`src/rtl/ram_fifo.sv`:
```
// First-word-fall-through FIFO on a single-write, registered-read block RAM.
// A two-entry output pipeline (RAM read register + output register) sustains one word per cycle.
module ram_fifo #(
    parameter int unsigned ADDRBITS     = 9,
    parameter int unsigned DATAWIDTH    = 8,
    parameter int unsigned ALMOST_FULL  = (1 << ADDRBITS) - 4,
    parameter int unsigned ALMOST_EMPTY = 4
) (
    input  logic                 clk,
    input  logic                 reset,
    input  logic                 flush,
    input  logic [DATAWIDTH-1:0] in_data,
    input  logic                 in_valid,
    output logic                 in_ready,
    output logic [DATAWIDTH-1:0] out_data,
    output logic                 out_valid,
    input  logic                 out_ready,
    output logic [ADDRBITS:0]    level,
    output logic                 almost_full,
    output logic                 almost_empty
);

    localparam int unsigned DEPTH = 1 << ADDRBITS;
    localparam logic [ADDRBITS:0] LevelFull = (ADDRBITS + 1)'(DEPTH);
    localparam logic [ADDRBITS:0] LevelAf   = (ADDRBITS + 1)'(ALMOST_FULL);
    localparam logic [ADDRBITS:0] LevelAe   = (ADDRBITS + 1)'(ALMOST_EMPTY);

    typedef enum logic [1:0] {StEmpty, StFetch, StValid} state_e;

    logic [DATAWIDTH-1:0] mem [DEPTH];
    logic [DATAWIDTH-1:0] dout_q;

    state_e               state_q, state_d;
    logic                 pf_q, pf_d;
    logic [ADDRBITS-1:0]  wr_ptr_q, wr_ptr_d;
    logic [ADDRBITS-1:0]  rd_ptr_q, rd_ptr_d;
    logic [ADDRBITS:0]    level_q, level_d;
    logic [DATAWIDTH-1:0] out_data_q, out_data_d;
    logic                 in_ready_q, in_ready_d;
    logic                 almost_full_q, almost_full_d;
    logic                 almost_empty_q, almost_empty_d;

    logic                 push, pop, rd_en, load_out, ram_avail;
    logic [ADDRBITS:0]    held;

    always_comb begin
        push = in_valid & in_ready_q & ~flush;
        pop  = (state_q == StValid) & out_ready & ~flush;

        // Words already out of the RAM: one in the read register and/or one in the output register.
        unique case (state_q)
            StFetch: held = (ADDRBITS + 1)'(1);
            StValid: held = pf_q ? (ADDRBITS + 1)'(2) : (ADDRBITS + 1)'(1);
            default: held = '0;
        endcase
        ram_avail = level_q > held;

        state_d  = state_q;
        pf_d     = pf_q;
        rd_en    = 1'b0;
        load_out = 1'b0;

        unique case (state_q)
            StEmpty: begin
                pf_d = 1'b0;
                if (ram_avail) begin
                    rd_en   = 1'b1;
                    state_d = StFetch;
                end
            end
            StFetch: begin
                load_out = 1'b1;
                state_d  = StValid;
                rd_en    = ram_avail;
                pf_d     = ram_avail;
            end
            StValid: begin
                if (pop) begin
                    if (pf_q) begin
                        load_out = 1'b1;
                        rd_en    = ram_avail;
                        pf_d     = ram_avail;
                    end else if (ram_avail) begin
                        rd_en   = 1'b1;
                        state_d = StFetch;
                    end else begin
                        state_d = StEmpty;
                    end
                end else if (!pf_q && ram_avail) begin
                    rd_en = 1'b1;
                    pf_d  = 1'b1;
                end
            end
            default: begin
                state_d = StEmpty;
                pf_d    = 1'b0;
            end
        endcase

        wr_ptr_d = wr_ptr_q + ADDRBITS'(push);
        rd_ptr_d = rd_ptr_q + ADDRBITS'(rd_en);

        level_d = level_q;
        if (push && !pop) begin
            level_d = level_q + 1'b1;
        end else if (pop && !push) begin
            level_d = level_q - 1'b1;
        end

        if (flush) begin
            state_d  = StEmpty;
            pf_d     = 1'b0;
            rd_en    = 1'b0;
            load_out = 1'b0;
            wr_ptr_d = '0;
            rd_ptr_d = '0;
            level_d  = '0;
        end

        out_data_d     = load_out ? dout_q : out_data_q;
        in_ready_d     = level_d != LevelFull;
        almost_full_d  = level_d >= LevelAf;
        almost_empty_d = level_d <= LevelAe;
    end

    // Storage and read register carry no reset so they map onto block RAM.
    always_ff @(posedge clk) begin
        if (push) begin
            mem[wr_ptr_q] <= in_data;
        end
        if (rd_en) begin
            dout_q <= (push && (wr_ptr_q == rd_ptr_q)) ? in_data : mem[rd_ptr_q];
        end
    end

    always_ff @(posedge clk or posedge reset) begin
        if (reset) begin
            state_q        <= StEmpty;
            pf_q           <= 1'b0;
            wr_ptr_q       <= '0;
            rd_ptr_q       <= '0;
            level_q        <= '0;
            out_data_q     <= '0;
            in_ready_q     <= 1'b0;
            almost_full_q  <= 1'b0;
            almost_empty_q <= 1'b1;
        end else begin
            state_q        <= state_d;
            pf_q           <= pf_d;
            wr_ptr_q       <= wr_ptr_d;
            rd_ptr_q       <= rd_ptr_d;
            level_q        <= level_d;
            out_data_q     <= out_data_d;
            in_ready_q     <= in_ready_d;
            almost_full_q  <= almost_full_d;
            almost_empty_q <= almost_empty_d;
        end
    end

    assign in_ready     = in_ready_q;
    assign out_data     = out_data_q;
    assign out_valid    = (state_q == StValid);
    assign level        = level_q;
    assign almost_full  = almost_full_q;
    assign almost_empty = almost_empty_q;

endmodule

```
`config.mk`:
```
export PLATFORM = sky130hd
export DESIGN_NAME = ram_fifo
export DESIGN_NICKNAME = d
export VERILOG_FILES = /design/src/rtl/ram_fifo.sv
export SDC_FILE = /design/constraint.sdc
export NUM_CORES = 2
export LEC_CHECK = 0
export ABC_AREA = 1
export ABC_CLOCK_PERIOD_IN_PS = 5200
export CORE_ASPECT_RATIO = 1.4
export CORE_MARGIN = 2
export CORE_UTILIZATION = 45
export DETAILED_ROUTE_END_ITERATION = 10
export PLACE_DENSITY_LB_ADDON = 0.2
export SYNTH_ARGS = -nofsm -noshare
export SYNTH_HDL_FRONTEND = slang
export SYNTH_SLANG_ARGS = --single-unit
export TNS_END_PERCENT = 30
```
`constraint.sdc`:
```
create_clock -name clk -period 5.2 [get_ports clk]
set_clock_uncertainty 0.05 [all_clocks]
set_input_delay 0.78 -clock clk [delete_from_list [all_inputs] [get_ports clk]]
set_output_delay 0.78 -clock clk [all_outputs]
set_load 0.05 [all_outputs]
```
# Word-level counts from Yosys, hierarchy flattened
# Memory sizes are Yosys's and may differ from the RTL's. A register that Yosys moved wholly into a read port is not among the register bits.
# Index checks and enable logic that the tools add are counted.
[totals] ram_bits=4096 wordCells=67 mem_count=1 in_bits=13 out_inout_bits=22 register_bits=42
[mem_list] memory="mem" words=512 width=8 rd=1 rd_clocked_by_memory_dff=1 wr=1 line="30" text="logic [DATAWIDTH-1:0] mem [DEPTH];"
[classes] n_bitwise=5 reduce_logical=8 eq_ne=7 order_cmp=3 n_addsub=4 n_mux=30
[ops] op="two-way mux 10 bit" count=3
[ops] op="adder 9 x 1 -> 9 bit" count=2
[ops] op="two-way mux 9 bit" count=2
[ops] op="two-way mux 1 bit" count=15
[ops] op="adder 10 x 1 -> 10 bit (second input constant)" count=1
[ops] op=">= comparator 10 x 9 -> 1 bit (second input constant)" count=1
[ops] op="greater-than comparator 10 bit" count=1
[ops] op="<= comparator 10 x 3 -> 1 bit (second input constant)" count=1
[ops] op="two-way mux 2 bit" count=5
[ops] op="inequality test 10 bit (second input constant)" count=1
[ops] op="subtractor 10 x 1 -> 10 bit (second input constant)" count=1
[ops] op="inequality test 3 bit (second input constant)" count=2
[ops] op="case mux 2 bit (3 select lines)" count=1
[ops] op="AND 1 bit" count=4
[ops] op="inequality test 4 x 2 -> 1 bit (second input constant)" count=1
[ops] op="case mux 1 bit (2 select lines)" count=2
[ops] op="case mux 2 bit (2 select lines)" count=1
[ops] op="logical AND 1 bit" count=3
[ops] op="logical NOT 1 bit" count=3
[ops] op="inequality test 3 x 2 -> 1 bit (second input constant)" count=1
[ops] op="case mux 1 bit (3 select lines)" count=1
[ops] op="AND reduction 3 bit" count=1
[ops] op="equality test 2 x 1 -> 1 bit (second input constant)" count=1
[ops] op="equality test 2 bit (second input constant)" count=1
[ops] op="other kinds (2)" count=2

# Depth between registers and ports, before layout
[depth] word_depth=9 mapped_depth=18

# Worst setup path before layout
# OpenSTA, ideal clock, no wires.
[synth_timing] kind="register -> register" startpoint="register state_q[0]" endpoint="register rd_ptr_q[8]" stages_incl_launch_ff=19 t_arrival_ps=2873 t_required_ps=5064 setup_time_ps=86 path_slack_ps=2191 cell_sequence="dfrtp_1 inv_1 ha_1 nand2_1 ha_1 inv_1 o21bai_1 a21oi_1 nor3_1 ha_1 ha_1 nand2_1 nor2_1 inv_1 nor2_1 nand3_1 inv_1 a21oi_1 nor3_1"
[synth_via] elab_chain_cells=9 elab_cells_between_ends=15 classes_between="1 x add/sub; 1 x order compare; 2 x eq/ne; 7 x mux; 2 x bitwise; 2 x reduce/logical"
[synth_rtl] item="start, declared" line="33" text="state_e state_q, state_d;"
[synth_rtl] item="start signal, assigned" line="138" text="state_q <= StEmpty;"
[synth_rtl] item="start signal, assigned" line="148" text="state_q <= state_d;"
[synth_rtl] item="equality test 2 bit (*)"
[synth_rtl] item="named net out_valid" line="16" text="output logic out_valid,"
[synth_rtl] item="case mux 2 bit (2 select lines)" line="51" text="unique case (state_q)"
[synth_rtl] item="greater-than comparator 10 bit" line="56" text="ram_avail = level_q > held;"
[synth_rtl] item="two-way mux 1 bit / logical AND 1 bit (equally long branches)" line="66, 83, 89"
[synth_rtl] item="two-way mux 1 bit, on equally long branches" line="79, 89"
[synth_rtl] item="two-way mux 1 bit" line="78" text="if (pop) begin"
[synth_rtl] item="case mux 1 bit (3 select lines) (*)" line="63" text="unique case (state_q)"
[synth_rtl] item="adder 9 x 1 -> 9 bit (*)" line="101" text="rd_ptr_d = rd_ptr_q + ADDRBITS'(rd_en);"
[synth_rtl] item="two-way mux 9 bit (*)" line="110" text="if (flush) begin"
[synth_rtl] item="named net rd_ptr_d[8]" line="36" text="logic [ADDRBITS-1:0] rd_ptr_q, rd_ptr_d;"
[synth_rtl] item="end signal, assigned" line="151" text="rd_ptr_q <= rd_ptr_d;"
[synth_rtl] item="end, declared" line="36"
# The timed path passes the listed nets; every way through them passes the cells marked *.
# A chain may end at the register's enable or synchronous reset.

==> qor.txt <==
clock tree from TritonCTS - yes
Clk Tree Root Cell - sky130_fd_sc_hd__clkbuf_16
min-delay worst type - input pin to asynchronous set/reset pin
Syn Std Cell Area - 0.169 mm^2
maximum number of pins on one net before global-route repair - 173
fraction of layout instances using a drive strength above 1 - 6.10%
final weighted congestion of routability-driven global placement - 0.877
antenna violations before repair - 8
kind of end point of the critical path - flop
post-CTS resize count - 0
headroom to the max-slew limit - 24.7%
All-Layer GR Usage - 24.9%
met2 track demand over resource in global routing - 42.9%
list of cells traversed by the critical path - inv_16 -> buf_12 -> buf_12 -> nand3_1 -> nand3_1 -> nand3_1 -> nand3_1 -> nand3_1 -> nand3_1 -> nand3_1 -> nand3_1 -> nand2_1 -> nand2_1 -> nand2_1
met1 track utilization from global routing - 31.4%
final clock period utilization by the worst path - 78.9%
internal power contribution - 0.0591 W
mean area per synthesized cell - 11.9 um^2
# Post-CTS Setup Buffers - 0
number of enable flip-flop cells after synthesis - 4104
I/O Buffers - 34
portion of synthesized cell area occupied by the leading cell type - 72.8%
crit path launch type - flop
synthesis warning total - 0
Post-Route WL - 483 mm
DP Worst Slack - 521 ps
final count of negative-setup-slack endpoints - 0
clock tree buffer depth - 4
starting DRC count in detailed routing - 10587
clock latency on the worst-skew pair - 940 ps
die footprint - 0.381 mm^2
number of cell rows - 266
accumulated negative setup slack - 0 ps
final setup slack of the worst path - 1100 ps
hold-fix buffers at CTS - 0
sequential cell fraction of total power - 42.4%
Async S/R FF share, synth - 1.01%
post-layout net count - 13942
number of vias in the routed layout - 108059
Netlist cell types - 40
Crit path top cell by count - sky130_fd_sc_hd__nand3_1
Static Leak - 63.9 nW
stage delay of the slowest cell on the critical path - 700 ps
clock-pin slew of the registers on the worst-case setup and hold paths - 70 ps
cell total after placement - 18488
Crit path required time - 5850 ps
maximum fanout count along the critical path - 91
Synth top cells by count - sky130_fd_sc_hd__nand2_1 (4304), sky130_fd_sc_hd__edfxtp_1 (4104), sky130_fd_sc_hd__nand3_1 (3997), sky130_fd_sc_hd__nor2_1 (563), sky130_fd_sc_hd__buf_2 (483)
part of the power in combinational logic - 24.9%
unrepaired setup endpoints after global routing - false
I/O pin count - 35
overflow left after global routing - 0
Num CTS Buffers - 385
net switching power - 0.0284 W
post-layout minimum cycle time - 4100 ps
Layout Area Growth over Synthesis - 10.2%
worst slew pin tran - 1130 ps
wire length of the first global-routing pass - 703 mm
1st-pass router iterations - 6
dominant cells by area after synthesis - sky130_fd_sc_hd__edfxtp_1 (73%), sky130_fd_sc_hd__nand3_1 (12%), sky130_fd_sc_hd__nand2_1 (9.5%), sky130_fd_sc_hd__buf_2 (1.4%), sky130_fd_sc_hd__nor2_1 (1.2%)
Arr. time, crit path - 4750 ps
final standard cell count with taps included and fillers excluded - 19185
area of the core - 0.375 mm^2
GRT met3 Usage - 2.82%
switching part of the total - 32.4%
Clk pwr share - 32.7%
largest area contributor in the synthesized netlist - sky130_fd_sc_hd__edfxtp_1
cell area power density - 469 mW/mm^2
PnR Total Power - 0.0874 W
number of H-tree levels - 5
DR WL/cell - 25.2 um
placed wire-length estimate after detailed placement - 280 mm
Die Y-Extent - 730 um
die width - 522 um
residual DRC count - 0
number of clock sinks - 4146
count of mapped cells out of synthesis - 14235
max-cap check violation count - 0
Post-Syn Nets - 14260
final max-slew violation count - 0
Routed Antenna Nets - 0
run status - complete, no violations
flip-flop cell with the highest count after synthesis - sky130_fd_sc_hd__edfxtp_1
Filler cells - 32770
final number of hold-violating endpoints - 0
via density per instance - 5.63
cell with the largest stage delay on the worst path - sky130_fd_sc_hd__dfrtp_4
proportion of synthesized chip area in sequential cells - 73.4%
Initial Utilization - 45.2%
worst voltage drop across the vdd grid - 0.336 mV
library cell with the highest instance count after synthesis - sky130_fd_sc_hd__nand2_1
peak-usage layer in the global routing report - met2
highest clock frequency the design can meet - 244 MHz
flops & latches, synth - 4146
number of global-route vias before repair - 105725
Worst Path Class, Setup - flop to flop
## cell type report
| type | count | area, um^2 | share of cell area [%] |
|---|---|---|---|
| flip-flops and latches | 4146 | 124000 | 66.6 |
| multi-input cells | 9030 | 39500 | 21.2 |
| clock buffers | 465 | 10300 | 5.50 |
| well taps | 4958 | 6200 | 3.33 |
| repair buffers | 286 | 3600 | 1.93 |
| clock inverters | 228 | 2330 | 1.25 |
| inverters | 68 | 309 | 0.166 |
| diodes | 4 | 10.0 | 0.00537 |
## cell families after synthesis
kind of cell	count (synthesis)	share of synthesized area, %
AOI/OAI and AO/OA	97	0.330
xor gates and xnor gates	3	0.0155
adders and majority gates	12	0.0887
buffers and inverters	1059	3.34
DFF	4146	73.4
muxes	8	0.0532
and+or+nand+nor	8910	22.8
## worst max-delay path: cells and delay by family, from the launching register on
| kind | cells | cell delay [ps] |
|---|---|---|
| buffers and inverters | 3 | 1010 |
| AND/OR/NAND/NOR | 11 | 1880 |
| flip-flops | 1 | 700 |
## power by group through the flow
stage | clock network, W | registers [W] | logic, W
after floorplan | 0 | 0.0377 | 0.0149
after global placement | 0 | 0.0378 | 0.0216
after CTS | 0.0289 | 0.0371 | 0.0218
after global routing | 0.0301 | 0.0370 | 0.0238
final | 0.0286 | 0.0371 | 0.0218
after detailed placement | 0 | 0.0378 | 0.0217
## registers in the layout, indices dropped and copies added, names as in the netlist
name	count
out_data	8
almost_empty	1
mem	4096
wr_ptr_q	9
almost_full	1
rd_ptr_q	9
state_q	2
in_ready	1
dout_q	8
pf_q	1
level	10
## stage by stage
stage	utilization (%)	instance area, um^2	hold slack, ps
after floorplan	-	169000	405
after global placement	46.4	174000	441
after detailed placement	46.4	174000	451
after CTS	49.8	187000	209
after global routing	49.8	187000	276
final	49.8	187000	259
## routing by layer
layer | up-vias | part of all wire, %
met3 | 976 | 6.3
met4 | 0 | 5.1
met2 | 4039 | 50
met1 | 53178 | 39
met5 | - | 0
li1 | 49866 | -
## final timing paths
kind | from | end | slack (ps) | cells past startpoint
setup / recovery | rd_ptr_q[1] | dout_q[0] | 1100 | 14
hold / removal | reset | level[6] | 260 | 3
setup reg to reg | rd_ptr_q[1] | dout_q[0] | 1100 | 14
hold reg to reg | out_data[1] | out_data[1] | 460 | 1
max in group asynchronous | reset | rd_ptr_q[4] | 4340 | 3
min in group clk | in_data[5] | mem[1][5] | 300 | 1
## placed cells by master, fill, tap and decap left out, drive strengths merged, types with 4 or more instances in the layout
| cell type | instances |
|---|---|
| nand2 | 4304 |
| edfxtp | 4104 |
| nand3 | 3997 |
| nor2 | 565 |
| clkbuf | 465 |
| buf | 260 |
| clkinv | 163 |
| inv | 69 |
| a21oi | 47 |
| bufinv | 44 |
| dfrtp | 41 |
| nor3 | 29 |
| clkdlybuf4s50 | 26 |
| o21ai | 26 |
| clkinvlp | 20 |
| ha | 12 |
| o211ai | 9 |
| nand4 | 9 |
| mux2 | 8 |
| a21boi | 7 |
| diode | 4 |
No activity file was read; power rests on OpenSTA's default activity.
